===== config.mk =====
export PLATFORM = sky130hd
export DESIGN_NAME = mem_access_ctrl
export DESIGN_NICKNAME = d
export VERILOG_FILES = /design/src/rtl/mem_access_ctrl.sv
export SDC_FILE = /design/constraint.sdc
export NUM_CORES = 1
export LEC_CHECK = 0
export CORE_MARGIN = 1.5
export CORE_UTILIZATION = 44
export DETAILED_ROUTE_END_ITERATION = 16
export PLACE_DENSITY = 0.86
export SLEW_MARGIN = 10
export SYNTH_ARGS = -nofsm -noshare
export SYNTH_HDL_FRONTEND = slang
export SYNTH_SLANG_ARGS = --single-unit

===== constraint.sdc =====
create_clock -name CLK -period 3 [get_ports CLK]
set_input_delay 0.9 -clock CLK [delete_from_list [all_inputs] [get_ports CLK]]
set_output_delay 0.9 -clock CLK [all_outputs]
set_load 0.05 [all_outputs]

===== src/rtl/mem_access_ctrl.sv =====
// ---------------------------------------------------------------------------
// mem_access_ctrl
//   Initiator side of the data-memory port. One load/store at a time is taken
//   from the pipeline memory stage, its address is probed against the memory's
//   range check (mem_dmem_error) with both flags low, and only then is a single
//   one-cycle read or write flag raised. The result is returned over a
//   valid/ready response channel. A store to a bad address never raises
//   mem_write_flag, so the array is never touched.
//
// Ports
//   CLK, RST_N        clock, asynchronous active-low reset
//   req_*             request channel (valid/ready, is_write, addr, wdata)
//   resp_*            response channel (valid/ready, data, err)
//   mem_addr, mem_write_data, mem_write_flag, mem_read_flag  -> memory
//   mem_valM, mem_dmem_error                                  <- memory
//   err_cnt           saturating count of errored accesses
// ---------------------------------------------------------------------------
module mem_access_ctrl #(
    parameter int DATA_WID = 32,
    parameter int CNT_WID  = 8
) (
    input  logic                CLK,
    input  logic                RST_N,
    input  logic                req_valid,
    output logic                req_ready,
    input  logic                req_is_write,
    input  logic [DATA_WID-1:0] req_addr,
    input  logic [DATA_WID-1:0] req_wdata,
    output logic                resp_valid,
    input  logic                resp_ready,
    output logic [DATA_WID-1:0] resp_data,
    output logic                resp_err,
    output logic [DATA_WID-1:0] mem_addr,
    output logic [DATA_WID-1:0] mem_write_data,
    output logic                mem_write_flag,
    output logic                mem_read_flag,
    input  logic [DATA_WID-1:0] mem_valM,
    input  logic                mem_dmem_error,
    output logic [CNT_WID-1:0]  err_cnt
);

    typedef enum logic [1:0] {S_IDLE, S_PROBE, S_ACCESS, S_RESP} state_t;

    state_t                state_q, state_d;
    logic                  is_write_q, is_write_d;
    logic [DATA_WID-1:0]   mem_addr_q, mem_addr_d;
    logic [DATA_WID-1:0]   mem_write_data_q, mem_write_data_d;
    logic                  mem_write_flag_q, mem_write_flag_d;
    logic                  mem_read_flag_q, mem_read_flag_d;
    logic [DATA_WID-1:0]   resp_data_q, resp_data_d;
    logic                  resp_err_q, resp_err_d;
    logic [CNT_WID-1:0]    err_cnt_q, err_cnt_d;

    always_comb begin
        state_d          = state_q;
        is_write_d       = is_write_q;
        mem_addr_d       = mem_addr_q;
        mem_write_data_d = mem_write_data_q;
        mem_write_flag_d = 1'b0;
        mem_read_flag_d  = 1'b0;
        resp_data_d      = resp_data_q;
        resp_err_d       = resp_err_q;
        err_cnt_d        = err_cnt_q;

        case (state_q)
            S_IDLE: begin
                if (req_valid) begin
                    // mem_write_data doubles as the latched store data.
                    is_write_d       = req_is_write;
                    mem_addr_d       = req_addr;
                    mem_write_data_d = req_wdata;
                    state_d          = S_PROBE;
                end
            end
            S_PROBE: begin
                // Address has been on mem_addr for a full cycle with both
                // flags low; the memory's range check is now valid.
                if (mem_dmem_error) begin
                    resp_err_d  = 1'b1;
                    resp_data_d = '0;
                    if (err_cnt_q != {CNT_WID{1'b1}})
                        err_cnt_d = err_cnt_q + CNT_WID'(1);
                    state_d = S_RESP;
                end else begin
                    // Flags are registered: they go high exactly for ACCESS.
                    mem_write_flag_d = is_write_q;
                    mem_read_flag_d  = ~is_write_q;
                    state_d          = S_ACCESS;
                end
            end
            S_ACCESS: begin
                resp_err_d  = 1'b0;
                resp_data_d = is_write_q ? '0 : mem_valM;
                state_d     = S_RESP;
            end
            S_RESP: begin
                if (resp_ready)
                    state_d = S_IDLE;
            end
            default: state_d = S_IDLE;
        endcase
    end

    // Async reset drops the flags immediately, so a store caught mid-ACCESS
    // is not committed at the following edge.
    always_ff @(posedge CLK or negedge RST_N) begin
        if (!RST_N) begin
            state_q          <= S_IDLE;
            is_write_q       <= 1'b0;
            mem_addr_q       <= '0;
            mem_write_data_q <= '0;
            mem_write_flag_q <= 1'b0;
            mem_read_flag_q  <= 1'b0;
            resp_data_q      <= '0;
            resp_err_q       <= 1'b0;
            err_cnt_q        <= '0;
        end else begin
            state_q          <= state_d;
            is_write_q       <= is_write_d;
            mem_addr_q       <= mem_addr_d;
            mem_write_data_q <= mem_write_data_d;
            mem_write_flag_q <= mem_write_flag_d;
            mem_read_flag_q  <= mem_read_flag_d;
            resp_data_q      <= resp_data_d;
            resp_err_q       <= resp_err_d;
            err_cnt_q        <= err_cnt_d;
        end
    end

    assign req_ready      = (state_q == S_IDLE);
    assign resp_valid     = (state_q == S_RESP);
    assign resp_data      = resp_data_q;
    assign resp_err       = resp_err_q;
    assign mem_addr       = mem_addr_q;
    assign mem_write_data = mem_write_data_q;
    assign mem_write_flag = mem_write_flag_q;
    assign mem_read_flag  = mem_read_flag_q;
    assign err_cnt        = err_cnt_q;

endmodule


==> results of run 1 <==
==> cell families after synthesis <==
logic type               after synthesis  synth area share, %
buffers and inverters                 24                3.647
flip-flops                           110                62.68
adder cells (fa/ha/maj)                5                1.425
multiplexers                          70                18.18
AO/OA/AOI/OAI                         43                5.271
XOR/XNOR                               4               0.7976
AND/OR/NAND/NOR                       82                8.006
==> area by class of cell <==
cell class	count	share of cell area, %
flip-flops and latches	110	40.51
repair buffers	216	31.96
multi-input cells	204	21.84
well taps	133	2.449
clock buffers	13	2.338
clock inverters	3	0.6260
inverters	5	0.2762
==> synthesized netlist by cell type (2+ instances only) <==
cell type	count	area (um2)
sky130_fd_sc_hd__inv_1	5	18.77
sky130_fd_sc_hd__buf_4	6	45.04
sky130_fd_sc_hd__clkbuf_2	2	10.01
sky130_fd_sc_hd__buf_6	5	56.30
sky130_fd_sc_hd__nand4_1	4	25.02
sky130_fd_sc_hd__and4_1	3	26.28
sky130_fd_sc_hd__o21ai_0	30	150.1
sky130_fd_sc_hd__dfrtp_1	110	2753
sky130_fd_sc_hd__a21oi_1	2	10.01
sky130_fd_sc_hd__ha_1	5	62.56
sky130_fd_sc_hd__xnor2_1	4	35.03
sky130_fd_sc_hd__nor2_1	2	7.510
sky130_fd_sc_hd__nand2_1	67	251.5
sky130_fd_sc_hd__a31oi_1	2	12.51
sky130_fd_sc_hd__mux2_2	68	765.7
sky130_fd_sc_hd__o21ai_1	4	20.02
sky130_fd_sc_hd__o211ai_1	2	15.01
sky130_fd_sc_hd__buf_2	6	30.03
==> through the flow <==
| step | instances | area [um2] | power [mW] |
|---|---|---|---|
| after detailed placement | 668 | 6591 | 8.099 |
| final | 684 | 6795 | 8.947 |
| after floorplan | 338 | 4392 | 6.246 |
| after global placement | 668 | 6591 | 7.944 |
| after CTS | 684 | 6793 | 9.023 |
| after global routing | 684 | 6795 | 9.367 |
==> layout by cell type, fill, tap and decap left out <==
master	instances
sky130_fd_sc_hd__nand2_2	1
sky130_fd_sc_hd__o21ai_1	4
sky130_fd_sc_hd__o22a_1	1
sky130_fd_sc_hd__clkinvlp_4	1
sky130_fd_sc_hd__and3b_1	1
sky130_fd_sc_hd__bufinv_16	1
sky130_fd_sc_hd__dfrtp_1	110
sky130_fd_sc_hd__nor2_1	2
sky130_fd_sc_hd__nor3b_1	1
sky130_fd_sc_hd__nand4_1	4
sky130_fd_sc_hd__clkbuf_8	11
sky130_fd_sc_hd__nand2b_1	1
sky130_fd_sc_hd__o21bai_1	1
sky130_fd_sc_hd__o211ai_1	2
sky130_fd_sc_hd__a31oi_1	2
sky130_fd_sc_hd__mux2i_1	1
sky130_fd_sc_hd__buf_4	5
sky130_fd_sc_hd__buf_12	2
sky130_fd_sc_hd__mux2_2	68
sky130_fd_sc_hd__nand2_1	66
sky130_fd_sc_hd__nand3b_1	1
sky130_fd_sc_hd__clkinv_2	1
sky130_fd_sc_hd__o21ai_0	30
sky130_fd_sc_hd__dlymetal6s2s_1	1
sky130_fd_sc_hd__clkbuf_1	2
sky130_fd_sc_hd__clkdlybuf4s50_1	208
sky130_fd_sc_hd__a21boi_0	1
sky130_fd_sc_hd__ha_1	5
sky130_fd_sc_hd__nand3_1	1
sky130_fd_sc_hd__mux2i_4	1
sky130_fd_sc_hd__a21oi_1	2
sky130_fd_sc_hd__nor2b_2	1
sky130_fd_sc_hd__xnor2_1	4
sky130_fd_sc_hd__and4_1	3
sky130_fd_sc_hd__inv_1	5
==> layer usage <==
metal / vias up / wire length [um] / global-route usage [%]
li1: 1561 / - / -
met1: 1561 / 4225 / 23.44
met2: 137 / 5324 / 33.20
met3: 27 / 871 / 5.763
met4: 0 / 305 / 9.356
met5: - / 0 / 0
==> critical path, cell delays in order, from the launching register on <==
cell	delay [ps]
sky130_fd_sc_hd__dfrtp_1	450
sky130_fd_sc_hd__ha_1	210
sky130_fd_sc_hd__clkdlybuf4s50_1	810
==> registers in the layout, indices dropped and copies added (netlist names), 2 cells and up <==
signal,count
mem_addr,32
mem_write_data,32
resp_data,32
err_cnt,8
state_q,2
==> where the power goes <==
part | switching (mW) | internal [mW]
clock | 0.477 | 0.432
sequential | 0.403 | 2.19
combinational | 3.52 | 1.92
==> path summary, 6_finish.rpt <==
path / from / end / slack [ps] / cells past startpoint
worst max-delay path: state_q[0] / resp_valid / 260 / 2
worst min-delay path: resp_data[31] / resp_data[31] / 480 / 2
worst max register to register: state_q[1] / resp_data[10] / 960 / 5
worst min register to register: resp_data[31] / resp_data[31] / 480 / 2
max in group asynchronous: RST_N / mem_addr[8] / 1850 / 2
min in group asynchronous: RST_N / mem_write_data[10] / 500 / 1
==> results.yml, run 1 <==
run_status:
  run_status: "completed"
route:
  post-route-drc-count: 0
  vias: 3286
  drtPass1Iterations: 4
  vias_per_cell: 4.804
  drtIter0Drc: 54
  drt-total-wl_mm: 10.73
  post_drt_wl_per_cell_um: 15.68
  postRouteAntennaNets: 0
synth:
  synth-edff-count: 0
  netlist_area_um2: 4392
  yosys_warnings: 0
  mappedNetlistNets: 445
  synth_async_sr_flop_share_pct: 100.0
  postSynthRegisterBits: 110
  sequential_to_total_area_share_from_yosys_stat_pct: 62.68
  synth_cells: 338
  syn_area_per_cell_um2: 12.99
  yosysUniqueCellTypes: 29
  synthFlopType: "sky130_fd_sc_hd__dfrtp_1"
global_route:
  global_route_wire_length_before_repair_mm: 16.04
  grt_max_degree: 65
  all_layer_gr_usage_pct: 19.77
  number_of_global_route_vias_before_repair: 3360
  overflow: 0
  number_of_antenna_violations_at_the_first_check_in_global_routing: 0
placement:
  port-buffer-count: 210
  pre_cts_ws_ps: 486.3
  detailedPlacementHpwl_mm: 7.958
  gpl.final_weighted_congestion: 0.8127
cts:
  number_of_levels_in_the_clock_h_tree: 3
  tritoncts.num_buffers: 9
  ctsResizeCount: 0
  ctsHoldBuffers: 0
  clock_path_buffers: 2
  clk_latency_ps: 360
  cts_tree: "built"
  ctsRootBufferMaster: "sky130_fd_sc_hd__clkbuf_8"
  post-cts-setup-buffers: 0
  clk_transition_reported_paths_ps: 100
  clkSinkCount: 110
timing:
  rsz0062_at_grt: "false"
  fin_worst_hold_slack_ps: 484.9
  worst_clock_skew_ps: 10.59
  finalCritPeriodShare_pct: 91.23
  setup-tns-final_ps: 0
  finalMaxSlewViolations: 0
  max_freq_ghz: 0.3654
  setup-violations-final: 0
  setup_slack_ps: 263.2
  timing_worst_slew_pin_value_ps: 533.7
  layout_min_cycle_time_ps: 2737
  final-hold-violation-count: 0
  timing.max_slew.rel_slack_pct: 64.31
cells_and_area:
  final_layout_size_suffix_gt1_share_pct: 16.70
  n_fill_cell: 700
  post_layout_net_count: 653
  area.sequential_um2: 2753
  antenna_cells: 0
  finalCoreUtilization_pct: 69.84
  area_of_combinational_cells_with_multiple_inputs_um2: 1484
  area.growth.synth_to_final_pct: 54.73
die:
  row_count: 36
  die_area_um2: 10590
  die_height_um: 102.9
  die_width_um: 102.9
  top_level_ports: 211
  initial_utilization_pct: 45.14
  core_area_um2: 9729
critical_path:
  path_max_fanout: 6
  critPathLaunchType: "flip-flop"
  worstSetupPathType: "reg -> out"
  worst_ep_arrival_time_ps: 1840
  worst_ep_required_ps: 2100
  end_kind: "output pin"
power_and_ir_drop:
  peakVddDrop_mv: 0.8147
  power_density_nw_per_um2: 1317
  leakage_power_figure_nw: 2.852
run:
  max_capacitance_violation_total: 0
hold_path:
  hold_path_class: "reg -> reg"
Note: power is estimated with default switching activity, not from simulation.
==> run 2: changes to the inputs <==
Settings changed: CORE_MARGIN 1.5 to 2, GPL_TIMING_DRIVEN set to 0.
==> run 2 against run 1 <==
Effect of this change:
- fmax is 5.0% lower
- cell count grew 1.9%
- sequential power about the same
- sequential cell count did not move
- critical path type unchanged
- largest power group unchanged
==> results.yml, run 2 (same netlist as run 1, synthesis figures left out) <==
critical_path:
  worstSetupPathType: "reg -> out"
  worst_ep_required_ps: 2100
  worst_ep_arrival_time_ps: 1980
  path_max_fanout: 6
  critPathLaunchType: "flip-flop"
  end_kind: "output pin"
run:
  max_capacitance_violation_total: 0
timing:
  setup_slack_ps: 118.5
  finalMaxSlewViolations: 0
  timing.max_slew.rel_slack_pct: 62.86
  layout_min_cycle_time_ps: 2882
  final-hold-violation-count: 0
  finalCritPeriodShare_pct: 96.05
  timing_worst_slew_pin_value_ps: 555.3
  worst_clock_skew_ps: 12.89
  setup-violations-final: 0
  max_freq_ghz: 0.3470
  rsz0062_at_grt: "false"
die:
  core_area_um2: 9729
  top_level_ports: 211
  die_height_um: 103.9
  initial_utilization_pct: 45.14
  die_width_um: 103.9
  row_count: 36
  die_area_um2: 10800
cells_and_area:
  post_layout_net_count: 666
  antenna_cells: 0
  layout_common_cells: "sky130_fd_sc_hd__clkdlybuf4s50_1, sky130_fd_sc_hd__dfrtp_1, sky130_fd_sc_hd__mux2_2, sky130_fd_sc_hd__nand2_1, sky130_fd_sc_hd__o21ai_0"
  final_layout_size_suffix_gt1_share_pct: 18.44
  final_common_cell: "sky130_fd_sc_hd__clkdlybuf4s50_1"
  n_fill_cell: 698
  area.sequential_um2: 2753
  finalCoreUtilization_pct: 70.47
  area_of_combinational_cells_with_multiple_inputs_um2: 1479
  layoutNonFillerInstCount: 697
  finish.instance_area_um2: 6857
  area.growth.synth_to_final_pct: 56.13
global_route:
  global_route_wire_length_before_repair_mm: 17.80
  number_of_global_route_vias_before_repair: 3531
  grt_max_degree: 95
  overflow: 0
  number_of_antenna_violations_at_the_first_check_in_global_routing: 0
  all_layer_gr_usage_pct: 20.75
placement:
  placed_area_um2: 6679
  pre_cts_ws_ps: 517.6
  gpl.final_weighted_congestion: 0.8250
  detailedPlacementHpwl_mm: 8.325
  placed_cells_incl_taps: 681
  port-buffer-count: 209
cts:
  ctsResizeCount: 0
  tritoncts.num_buffers: 9
  clk_transition_reported_paths_ps: 100
  ctsRootBufferMaster: "sky130_fd_sc_hd__clkbuf_8"
  clkSinkCount: 110
  post-cts-setup-buffers: 0
  number_of_levels_in_the_clock_h_tree: 3
  clk_latency_ps: 360
  cts_tree: "built"
  ctsHoldBuffers: 0
  clock_path_buffers: 2
route:
  metal1_wirelength_mm: 4.651
  post_drt_wl_per_cell_um: 15.84
  drtPass1Iterations: 4
  drtIter0Drc: 114
  met2RoutedLength_mm: 5.494
  top_signal_layer_used: "met4"
  vias: 3412
  vias_per_cell: 4.895
  dr_wl_met3_um: 651
  drt-total-wl_mm: 11.04
  post-route-drc-count: 0
  postRouteAntennaNets: 0
power_and_ir_drop:
  peakVddDrop_mv: 0.7719
  leakage_power_figure_nw: 2.893
  report.power.total_mw: 8.974
  power_density_nw_per_um2: 1309
run_status:
  run_status: "completed"
hold_path:
  hold_path_class: "in -> async"
run 2: cell count changes in the layout (fill, tap and decap cells not counted), sizes merged:
cell / delta
clkbuf: +2
clkinv: +2
bufinv: -1
dlymetal6s2s: -1
buf: +12
clkinvlp: -1
run 2: path summary, 6_finish.rpt:
check | startpoint | end | cells after the start | slack [ps]
worst max-delay path | state_q[0] | req_ready | 3 | 120
worst min-delay path | RST_N | resp_data[17] | 1 | 360
worst max register to register | state_q[0] | mem_addr[28] | 6 | 1130
worst min register to register | resp_data[15] | resp_data[15] | 2 | 490
max in group asynchronous | RST_N | err_cnt[7] | 2 | 1910
min in group CLK | resp_data[15] | resp_data[15] | 2 | 490
run 2: power breakdown:
group,switching (mW),total [mW],internal (mW),leakage (nW)
sequential,0.398,2.59,2.19,1.37
combinational,3.56,5.56,2.00,1.43
clock,0.478,0.827,0.348,0.0934
run 2: final cells by class:
| type | count | share of cell area (%) |
|---|---|---|
| plain buffers | 19 | 2.062 |
| clock buffers | 13 | 2.318 |
| clock inverters | 3 | 0.2737 |
| inverters | 5 | 0.2737 |
| multi-input cells | 204 | 21.57 |
| flip-flops and latches | 110 | 40.15 |
| well taps | 133 | 2.427 |
| repair buffers | 210 | 30.93 |
run 2: routing by layer:
| metal | global-route usage (%) | vias to the layer above |
|---|---|---|
| met5 | 0 | - |
| met4 | 8.205 | 0 |
| met3 | 4.887 | 19 |
| met2 | 35.06 | 132 |
| met1 | 25.85 | 1674 |
| li1 | - | 1587 |
run 2: critical path: stages, from the launching register on:
cell and delay (ps):
sky130_fd_sc_hd__dfrtp_1 450, sky130_fd_sc_hd__inv_1 110, sky130_fd_sc_hd__ha_1 220, sky130_fd_sc_hd__clkdlybuf4s50_1 840
run 2: per-stage QoR:
stage / TNS (ps) / hold WS (ps)
2_1_floorplan: 0 / 440.4
3_3_place_gp: -333150 / 463.9
3_5_place_dp: 0 / 469.5
4_1_cts: 0 / 343.4
5_1_grt: 0 / 349.8
6_report: 0 / 356.0
